[config.mk]
export PLATFORM = sky130hd
export DESIGN_NAME = iter_shifter
export DESIGN_NICKNAME = d
export VERILOG_FILES = /design/src/rtl/iter_shifter.sv
export SDC_FILE = /design/constraint.sdc
export NUM_CORES = 1
export LEC_CHECK = 0
export BUFFER_PORTS_ARGS = -buffer_cell sky130_fd_sc_hd__buf_2
export CAP_MARGIN = 40
export CORE_ASPECT_RATIO = 1.75
export CORE_UTILIZATION = 58
export DETAILED_ROUTE_END_ITERATION = 12
export PLACE_DENSITY = 0.84
export SETUP_SLACK_MARGIN = 0.15
export SKIP_LAST_GASP = 1
export SLEW_MARGIN = 20
export SYNTH_ARGS = -nofsm -noshare
export SYNTH_HDL_FRONTEND = slang
export SYNTH_SLANG_ARGS = --single-unit
[constraint.sdc]
create_clock -name clk -period 4.5 [get_ports clk]
set_clock_uncertainty 0.15 [all_clocks]
set_input_delay 0 -clock clk [delete_from_list [all_inputs] [get_ports clk]]
set_output_delay 0 -clock clk [all_outputs]
set_load 0.1 [all_outputs]
[src/rtl/iter_shifter.sv]
// Multi-cycle 16-bit SRL/SLL/ROL unit with start/busy/done handshake, one bit per clock.
// Define ITER_SHIFTER_STEP2_EN to move two positions per clock; results are unchanged.
module iter_shifter #(
  parameter int WIDTH   = 16,
  parameter int SHAMT_W = 4
) (
  input  logic               clk,
  input  logic               rst_n,
  input  logic               start,
  input  logic [WIDTH-1:0]   Shift_In,
  input  logic [SHAMT_W-1:0] Shift_Val,
  input  logic [1:0]         Mode,
  output logic [WIDTH-1:0]   Shift_Out,
  output logic               busy,
  output logic               done
);

  typedef enum logic [1:0] {IDLE = 2'd0, SHIFT = 2'd1, DONE = 2'd2} state_e;

  localparam logic [1:0] OP_SRL = 2'b00;
  localparam logic [1:0] OP_SLL = 2'b01;
  localparam logic [1:0] OP_ROL = 2'b11;

  state_e             state_q;
  logic [WIDTH-1:0]   dr_q;
  logic [SHAMT_W-1:0] cnt_q;
  logic [1:0]         op_q;
  logic [WIDTH-1:0]   out_q;

  function automatic logic [WIDTH-1:0] step(input logic [WIDTH-1:0] d, input logic [1:0] op);
    case (op)
      OP_SRL:  step = {1'b0, d[WIDTH-1:1]};
      OP_SLL:  step = {d[WIDTH-2:0], 1'b0};
      default: step = {d[WIDTH-2:0], d[WIDTH-1]};
    endcase
  endfunction

  always_ff @(posedge clk or negedge rst_n) begin
    if (!rst_n) begin
      state_q <= IDLE;
      dr_q    <= '0;
      cnt_q   <= '0;
      op_q    <= OP_SRL;
      out_q   <= '0;
    end else begin
      case (state_q)
        IDLE: if (start) begin
          dr_q    <= Shift_In;
          cnt_q   <= Shift_Val;
          // 10 aliases ROL so the step decode only sees three codes
          op_q    <= Mode[1] ? OP_ROL : Mode;
          state_q <= SHIFT;
        end
        SHIFT: begin
          if (cnt_q == '0) begin
            out_q   <= dr_q;
            state_q <= DONE;
          end else begin
`ifdef ITER_SHIFTER_STEP2_EN
            if (cnt_q >= SHAMT_W'(2)) begin
              dr_q  <= step(step(dr_q, op_q), op_q);
              cnt_q <= cnt_q - SHAMT_W'(2);
            end else begin
              dr_q  <= step(dr_q, op_q);
              cnt_q <= cnt_q - SHAMT_W'(1);
            end
`else
            dr_q  <= step(dr_q, op_q);
            cnt_q <= cnt_q - SHAMT_W'(1);
`endif
          end
        end
        DONE:    state_q <= IDLE;
        default: state_q <= IDLE;
      endcase
    end
  end

  assign Shift_Out = out_q;
  assign busy      = (state_q != IDLE);
  assign done      = (state_q == DONE);

endmodule
* After elaboration in Yosys (flattened, before gate mapping)
Cells that the tools add are included.
** Storage, ports and cells
- Register bits :: 40
- Bits of input ports :: 25
- Output and inout port bits :: 18
- Word-level logic and storage cells :: 32
** Operators by class
- Add/subtract/negate cells :: 1
- Eq/ne operators :: 6
- Mux-type cells :: 11
- Reduce and logical (&&, ||, !) cells :: 9
** Operator list (count)
- one-hot mux 16 bit (2 select lines) :: 2
- 2-to-1 mux 16 bit :: 2
- 2-to-1 mux 4 bit :: 2
- one-hot mux 4 bit (2 select lines) :: 1
- 2-to-1 mux 2 bit :: 3
- inequality test 2 bit (second input constant) :: 3
- AND reduction 2 bit :: 3
- equality test 2 x 1 -> 1 bit (second input constant) :: 2
- zero test 2 bit :: 2
- zero test 4 bit :: 1
- one-hot mux 2 bit (2 select lines) :: 1
- nonzero test 2 bit :: 2
- subtractor 4 x 1 -> 4 bit (second input constant) :: 1
- AND reduction 3 bit :: 1
- equality test 2 bit (second input constant) :: 1

* Logic depth before layout (Yosys ltp)
Gate-level depths: netlist of run 1.
- Depth after elaboration :: 4
- Depth in mapped cells :: 7
- Mapped depth without buffers :: 6

* Worst setup path after synthesis of run 1
No wires, ideal clock.
- Kind :: reg2out
- Start :: register state_q[0]
- End :: output port done
- Data arrival time :: 1.832 ns
- Data required time :: 4.350 ns
- Path slack :: 2.518 ns
- Stages on the path, launching flop included :: 3
- Path buffers :: 1
- Path through :: dfrtp_1 > buf_6 > nor2b_1
** On the way
- Longest elaborated chain between the ends :: 1
** RTL lines
- start: declaration :: line 24 : state_e state_q;
- start signal: assignment :: line 40 : state_q <= IDLE;
- start signal: assignment :: line 52 : state_q <= SHIFT;
- start signal: assignment :: line 57 : state_q <= DONE;
- equality test 2 bit :: line 81 : assign done = (state_q == DONE);
- end: declaration :: line 15 : output logic done
No other way between the ends.

* Final worst setup path of run 1
- Start :: register cnt_q[0]
- End :: register cnt_q[0]
** On the way
- Longest elaborated chain between the ends :: 3
- Elaborated cells on any way between the ends :: 6
- Classes of those cells :: add/sub (1); eq/ne (1); mux (2); reduce/logical (2)
** RTL lines
- start: declaration :: line 26 : logic [SHAMT_W-1:0] cnt_q;
- start signal: assignment :: line 49 : cnt_q <= Shift_Val;
- start signal: assignment :: line 69 : cnt_q <= cnt_q - SHAMT_W'(1);
- subtractor 4 x 1 -> 4 bit or zero test 4 bit (tied branches) :: line 69, 55
- 2-to-1 mux 4 bit or inequality test 2 bit (tied branches)
- one-hot mux 4 bit (2 select lines) or AND reduction 3 bit (tied branches)
Several ways; a longest one is shown, not always the timed one. The select of a mux whose other input is x is not followed.
A chain may end at the register's enable or synchronous reset.

==> reports/metrics.csv, run 1 <==
stage;metric;value;unit
critical_path;r2r-end;cnt_q[0];
synth;syn_nets;214;
timing;period_share;0.586;
status;status;complete, no violations;
synth;netlist_area;2090;um^2
critical_path;worst_r2r_path_depth;6;
detailed_routing;vias_per_cell;5.93;
placed_design;routabilityCongestion;0.798;
grt;overflow;0;
synth;synthDistinctLibCells;35;
layout;drive_gt1_frac;0.302;
critical_path;endpoint_kind;register;
job;maxCapViolations;0;
layout;fin_area;2610;um^2
cts;cts_sinks;40;
critical_path;cp_max_fo;22;
cts;ctsRootBufferMaster;clkbuf_8;
synth;synthTopCellsByArea;dfrtp_1, mux2_4, o21a_1, a211oi_1, o31ai_1;
grt;grt_pass1_wl;7590;um
detailed_routing;ant_nets;0;
synth;async_reset_ff_frac;1.00;
grt;antenna_found_initial;0;
critical_path;crit_type;reg2reg;
floorplanning;num_rows;28;
grt;grt_pass1_vias;1677;
placed_design;dp_cells;259;
critical_path;r2r_start;cnt_q[0];
synth;ys_ff_latch;40;
cts;cts_tree;yes;
grt;grt_util_met1;0.329;
timing;max_freq;379;MHz
cts;clk_pin_slew;0.08;ns
layout;finalNonFillerCells;290;
critical_path;cp_data_required_time;4.53;ns
grt;grtUsageMet3;0.0467;
grt;met2_usage;0.477;
timing;worst_pin_slew;0.755;ns
grt;busiest_layer;met2;
detailed_routing;detail_route.iter0.violations;50;
detailed_routing;vias;1719;
layout;diodes;0;
floorplanning;ioPinCount;43;
synth;yosysWarnings;0;
timing;tns;0;ns
layout;final_common_cell;buf_2;
grt;grt_max_degree;24;
floorplanning;dieArea;3850;um^2
layout;fillCellCount;245;
critical_path;reg2reg_slack;1.86;ns
floorplanning;design.core.area;3400;um^2
layout;seq_area;1000;um^2
placed_design;post_dp_cell_area;2270;um^2
timing;final_max_slew_viol_count;0;
placed_design;portBuffers;42;
layout;finalNetCount;271;
grt;track_usage;0.280;
synth;ys_seq_area_frac;0.480;
cts;insertion_delay;0.30;ns
floorplanning;start_util;0.614;
detailed_routing;first_pass_iters;4;
layout;multi_input_area;947;um^2
critical_path;worstPathArrival;2.67;ns
layout;layout_common_cells;buf_2, dfrtp_1, dlygate4sd3_1;
cts;htree_num_levels;2;
synth;synthCells;188;
cts;clock_path_buffers;2;
synth;synth_top_area_share;0.480;
layout;syn_to_final_growth;25.1;%
synth;synth_area_per_cell;11.1;um^2
timing;finalHoldViolCount;0;
floorplanning;die_w;47.3;um
synth;synth-edff-count;0;
cts;numCtsBuffers;5;
detailed_routing;routed_wirelength;4870;um
timing;relSlewSlack;0.496;
synth;yosysTopAreaCell;dfrtp_1;
critical_path;worstSetupStartpointType;register;
timing;setup_viol;0;
placed_design;dpl.hpwl;3010;um
timing;fin_crit;2.64;ns
timing;rsz0062_at_grt;no;
detailed_routing;drcViolationCount;0;
worst_hold_path;hold_path.class;in2async;
detailed_routing;wl_per_cell;16.8;um
synth;synth_ff_type;dfrtp_1;
floorplanning;die_y;81.3;um
## final cells by class
cell class | count | area share
clock buffers | 7 | 0.0369
flip-flops and latches | 40 | 0.384
inverters | 3 | 0.00431
repair buffers | 69 | 0.191
multi-input cells | 126 | 0.363
well taps | 45 | 0.0216
## Yosys cell counts, types with 3 or more instances
| cell | count |
|---|---|
| a211oi_1 | 15 |
| a21oi_1 | 3 |
| buf_2 | 4 |
| buf_6 | 4 |
| clkbuf_1 | 8 |
| dfrtp_1 | 40 |
| mux2_2 | 8 |
| mux2_4 | 9 |
| nor2_1 | 18 |
| nor3b_1 | 3 |
| o21a_1 | 16 |
| o21ai_0 | 20 |
| o31ai_1 | 15 |
## critical path, cell delays in order (launching register included)
cell and delay (ns):
dfrtp_1 0.40, inv_1 0.07, ha_1 0.17, and4bb_1 0.63, or2_1 0.61, inv_2 0.11
a311o_1 0.37
## sequential cells by signal, summed over array words and instances (netlist names)
signal,count
state_q,2
cnt_q,4
Shift_Out,16
op_q,2
dr_q,16
## timing repair
| action | CTS | global route |
|---|---|---|
| hold buffers | 23 | 0 |
| resized for setup | 0 | 0 |
| setup buffers | 0 | 0 |
| endpoints found under the hold margin | 62 | 0 |
## metrics by stage
stage          hold WS [ns]   util  setup slack [ns]
6_report             0.0342  0.768              1.86
5_1_grt              0.0510  0.768              1.71
4_1_cts              0.0164  0.764              1.90
3_5_place_dp         -0.178  0.668              1.92
3_3_place_gp         0.0184  0.657              1.97
2_1_floorplan        -0.446      -              2.52
## metal layers
| layer | vias up | part of all wire |
|---|---|---|
| met5 | - | 0 |
| met4 | 0 | 0.021 |
| met3 | 10 | 0.040 |
| met2 | 61 | 0.53 |
| met1 | 845 | 0.41 |
| li1 | 803 | - |
## worst max path at each step
| stage | from | to | slack (ns) | depth (start not counted) |
|---|---|---|---|---|
| after detailed placement | cnt_q[0] | cnt_q[0] | 1.92 | 6 |
| after global placement | cnt_q[0] | cnt_q[0] | 1.97 | 6 |
| after floorplan | state_q[0] | done | 2.52 | 2 |
| after CTS | cnt_q[0] | cnt_q[0] | 1.90 | 6 |
| final | cnt_q[0] | cnt_q[0] | 1.86 | 6 |
| after global routing | cnt_q[0] | cnt_q[0] | 1.71 | 6 |
## cells by family (layout without fill, tap and decap cells)
kind of cell / count (synthesis) / after routing / synth area share
AOI/OAI and AO/OA: 75 / 75 / 0.252
adders and majority gates: 1 / 1 / 0.00600
buffers and inverters: 22 / 79 / 0.0660
DFF: 40 / 40 / 0.480
muxes: 18 / 18 / 0.113
and+or+nand+nor: 32 / 32 / 0.0834
Power of run 1 is not shown: default switching activity piles up to over one toggle a cycle in this logic, so the estimate is an artifact.
==> run 2: changes to the inputs <==
--- a/config.mk
+++ b/config.mk
@@ -5,12 +5,13 @@
 export SDC_FILE = /design/constraint.sdc
 export NUM_CORES = 1
 export LEC_CHECK = 0
+export ABC_AREA = 1
 export BUFFER_PORTS_ARGS = -buffer_cell sky130_fd_sc_hd__buf_2
 export CAP_MARGIN = 40
 export CORE_ASPECT_RATIO = 1.75
-export CORE_UTILIZATION = 58
+export CORE_UTILIZATION = 49
 export DETAILED_ROUTE_END_ITERATION = 12
-export PLACE_DENSITY = 0.84
+export PLACE_DENSITY = 0.75
 export SETUP_SLACK_MARGIN = 0.15
 export SKIP_LAST_GASP = 1
 export SLEW_MARGIN = 20
==> constraint.sdc (replaced) <==
create_clock -name clk -period 2.3 [get_ports clk]
set_clock_uncertainty 0.15 [all_clocks]
set_input_delay 0 -clock clk [delete_from_list [all_inputs] [get_ports clk]]
set_output_delay 0 -clock clk [all_outputs]
set_load 0.1 [all_outputs]
==> run 2 against run 1 <==
Net effect: first-iteration DRC count is 2.0% lower; setup slack worse by 1.3 ns; largest cell class unchanged; die area is 18% higher; critical path type unchanged; highest routed layer unchanged; cell count is 34% higher; cell area is 1.4% higher; via count is 12% higher.
==> reports/metrics.csv, run 2 <==
stage;metric;value;unit;change
critical_path;cp_max_fo;25;;+14%
critical_path;r2r_start;cnt_q[0];;
timing;final_max_slew_viol_count;0;;unchanged
layout;drive_gt1_frac;0.191;;-0.111
synth;async_reset_ff_frac;1.00;;unchanged
timing;rsz0062_at_grt;no;;
cts;clk_pin_slew;0.08;ns;about the same
cts;insertion_delay;0.30;ns;about the same
critical_path;crit_path_cell_trace;inv_1, ha_1, nand2_1, nand2_4, nand2_4, nand2_1, o21ai_1;;
detailed_routing;drcViolationCount;0;;unchanged
floorplanning;die_w;51.4;um;+8.5%
timing;period_share;0.756;;+0.170
critical_path;crit_family;simple AND/OR/NAND/NOR gates;;
grt;antenna_found_initial;0;;unchanged
cts;ctsRootBufferMaster;clkbuf_8;;
synth;yosysTopAreaCell;dfrtp_1;;
cts;cts_sinks;40;;unchanged
layout;finalNetCount;366;;+35%
timing;tns;0;ns;unchanged
critical_path;endpoint_kind;register;;
timing;relSlewSlack;0.677;;+0.181
synth;synthCells;276;;+47%
detailed_routing;routed_wirelength;4680;um;-3.9%
critical_path;worst_r2r_path_depth;7;;+1
synth;syn_nets;302;;+41%
floorplanning;ioPinCount;43;;unchanged
synth;ys_top_cells_by_count;nand2_1, dfrtp_1, nand3_1, inv_1, o21ai_0;;
detailed_routing;wl_met1;1980;um;-1.0%
placed_design;portBuffers;42;;unchanged
grt;track_usage;0.238;;-0.0415
placed_design;dp_slack;0.597;ns;-1.33 ns
detailed_routing;highest_layer;met4;;
critical_path;cp_data_required_time;2.33;ns;-2.20 ns
synth;synthTopCellsByArea;dfrtp_1, nand2_1, nand3_1, inv_1, o21ai_0;;
synth;synth-edff-count;0;;unchanged
critical_path;critPathSlowestCell;dfrtp_1;;
critical_path;r2r-end;dr_q[15];;
detailed_routing;detail_route.iter0.violations;49;;-2.0%
critical_path;worstPathArrival;1.77;ns;-0.90 ns
synth;synth_top_area_share;0.479;;-0.000575
timing;worst_pin_slew;0.489;ns;-0.266 ns
synth;synth_ff_type;dfrtp_1;;
grt;grt_pass1_wl;8020;um;+5.6%
synth;ys_ff_latch;40;;unchanged
timing;fin_crit;1.74;ns;-0.899 ns
status;status;complete, no violations;;
worst_hold_path;hold_path.class;in2async;;
synth;synthDistinctLibCells;19;;-46%
critical_path;max_stage_delay;0.38;ns;-0.25 ns
timing;finalWorstSetupSlack;0.560;ns;-1.30 ns
critical_path;reg2reg_slack;0.56;ns;-1.30 ns
critical_path;critPathBufInv;1;;-1
detailed_routing;dr_wl_met3;168;um;-13%
grt;grt_pass1_vias;1863;;+11%
cts;clock_path_buffers;2;;unchanged
synth;synth_area_per_cell;7.57;um^2;-32%
critical_path;crit_type;reg2reg;;
detailed_routing;vias_per_cell;4.96;;-16%
placed_design;dpl.hpwl;3160;um;+5.1%
detailed_routing;wl_per_cell;12.0;um;-29%
timing;finalHoldViolCount;0;;unchanged
layout;syn_to_final_growth;26.7;%;
floorplanning;die_y;88.4;um;+8.6%
floorplanning;start_util;0.508;;-0.106
synth;ys_seq_area_frac;0.479;;-0.000575
grt;overflow;0;;unchanged
synth;yosysMostFrequentCell;nand2_1;;
synth;netlist_area;2090;um^2;+0.12%
layout;fillCellCount;397;;+62%
timing;setup_viol;0;;unchanged
layout;layout_common_cells;nand2_1, buf_2, dfrtp_1;;
timing;max_freq;575;MHz;+52%
job;maxCapViolations;0;;unchanged
detailed_routing;vias;1933;;+12%
cts;cts_tree;yes;;
floorplanning;dieArea;4540;um^2;+18%
grt;grt_max_degree;34;;+42%
critical_path;worstSetupStartpointType;register;;
layout;diodes;0;;unchanged
layout;final_common_cell;nand2_1;;
placed_design;routabilityCongestion;0.804;;+0.74%
cts;numCtsBuffers;5;;unchanged
critical_path;crit_cells;7;;+1
floorplanning;design.core.area;4110;um^2;+21%
detailed_routing;dr_wl_met2;2400;um;-7.0%
cts;htree_num_levels;2;;unchanged
detailed_routing;first_pass_iters;5;;+1
detailed_routing;ant_nets;0;;unchanged
timing;hold_slack;0.00369;ns;-0.0305 ns
floorplanning;num_rows;31;;+11%
synth;yosysWarnings;0;;unchanged
[run 2: cell types whose count changed in the layout (fill, tap and decap cells not counted), sizes merged, moves of 4 or more]
cell and delta:
a211oi -15, inv +23, mux2 -17, nand2 +121
nand3 +39, nor2 -9, o21a -16, o21ai +4
o31ai -16
[run 2: kinds of logic after synthesis]
logic type,count (synthesis),synth area share
AND/OR/NAND/NOR,172,0.359
flip-flops,40,0.479
buffers and inverters,39,0.0965
AO/OA/AOI/OAI,24,0.0593
adder cells (fa/ha/maj),1,0.00599
[run 2: final cells by class]
cell class / count / area, um^2 / share of cell area
multi-input cells: 197 / 886 / 0.335
clock buffers: 6 / 72.6 / 0.0274
well taps: 49 / 61.3 / 0.0232
repair buffers: 70 / 493 / 0.186
clock inverters: 2 / 35.0 / 0.0132
inverters: 26 / 97.6 / 0.0369
flip-flops and latches: 40 / 1000 / 0.378
[run 2: through the flow]
step | cells | cell area, um^2 | utilization
after detailed placement | 358 | 2300 | 0.559
after global placement | 357 | 2280 | 0.554
after global routing | 390 | 2650 | 0.644
after floorplan | 276 | 2090 | -
final | 390 | 2650 | 0.644
after CTS | 390 | 2650 | 0.644
[run 2: timing repair]
action,4_1_cts,5_1_grt
resized for setup,0,0
buffers inserted,0,0
hold endpoints to repair,62,0
hold buffers,24,0
[run 2: worst max-delay path by stage]
stage | slack [ns] | from | end
after global placement | 0.65 | cnt_q[0] | cnt_q[0]
final | 0.56 | cnt_q[0] | dr_q[15]
after global routing | 0.44 | cnt_q[0] | cnt_q[0]
after CTS | 0.57 | cnt_q[0] | cnt_q[0]
after floorplan | 0.44 | state_q[1] | done
after detailed placement | 0.60 | cnt_q[0] | cnt_q[0]
[run 2: routing by layer]
metal	vias up	GRT usage
met3	14	0.0515
met2	48	0.421
li1	989	-
met5	-	0
met1	882	0.268
met4	0	0.113
Power of run 2 is left out for the same reason.
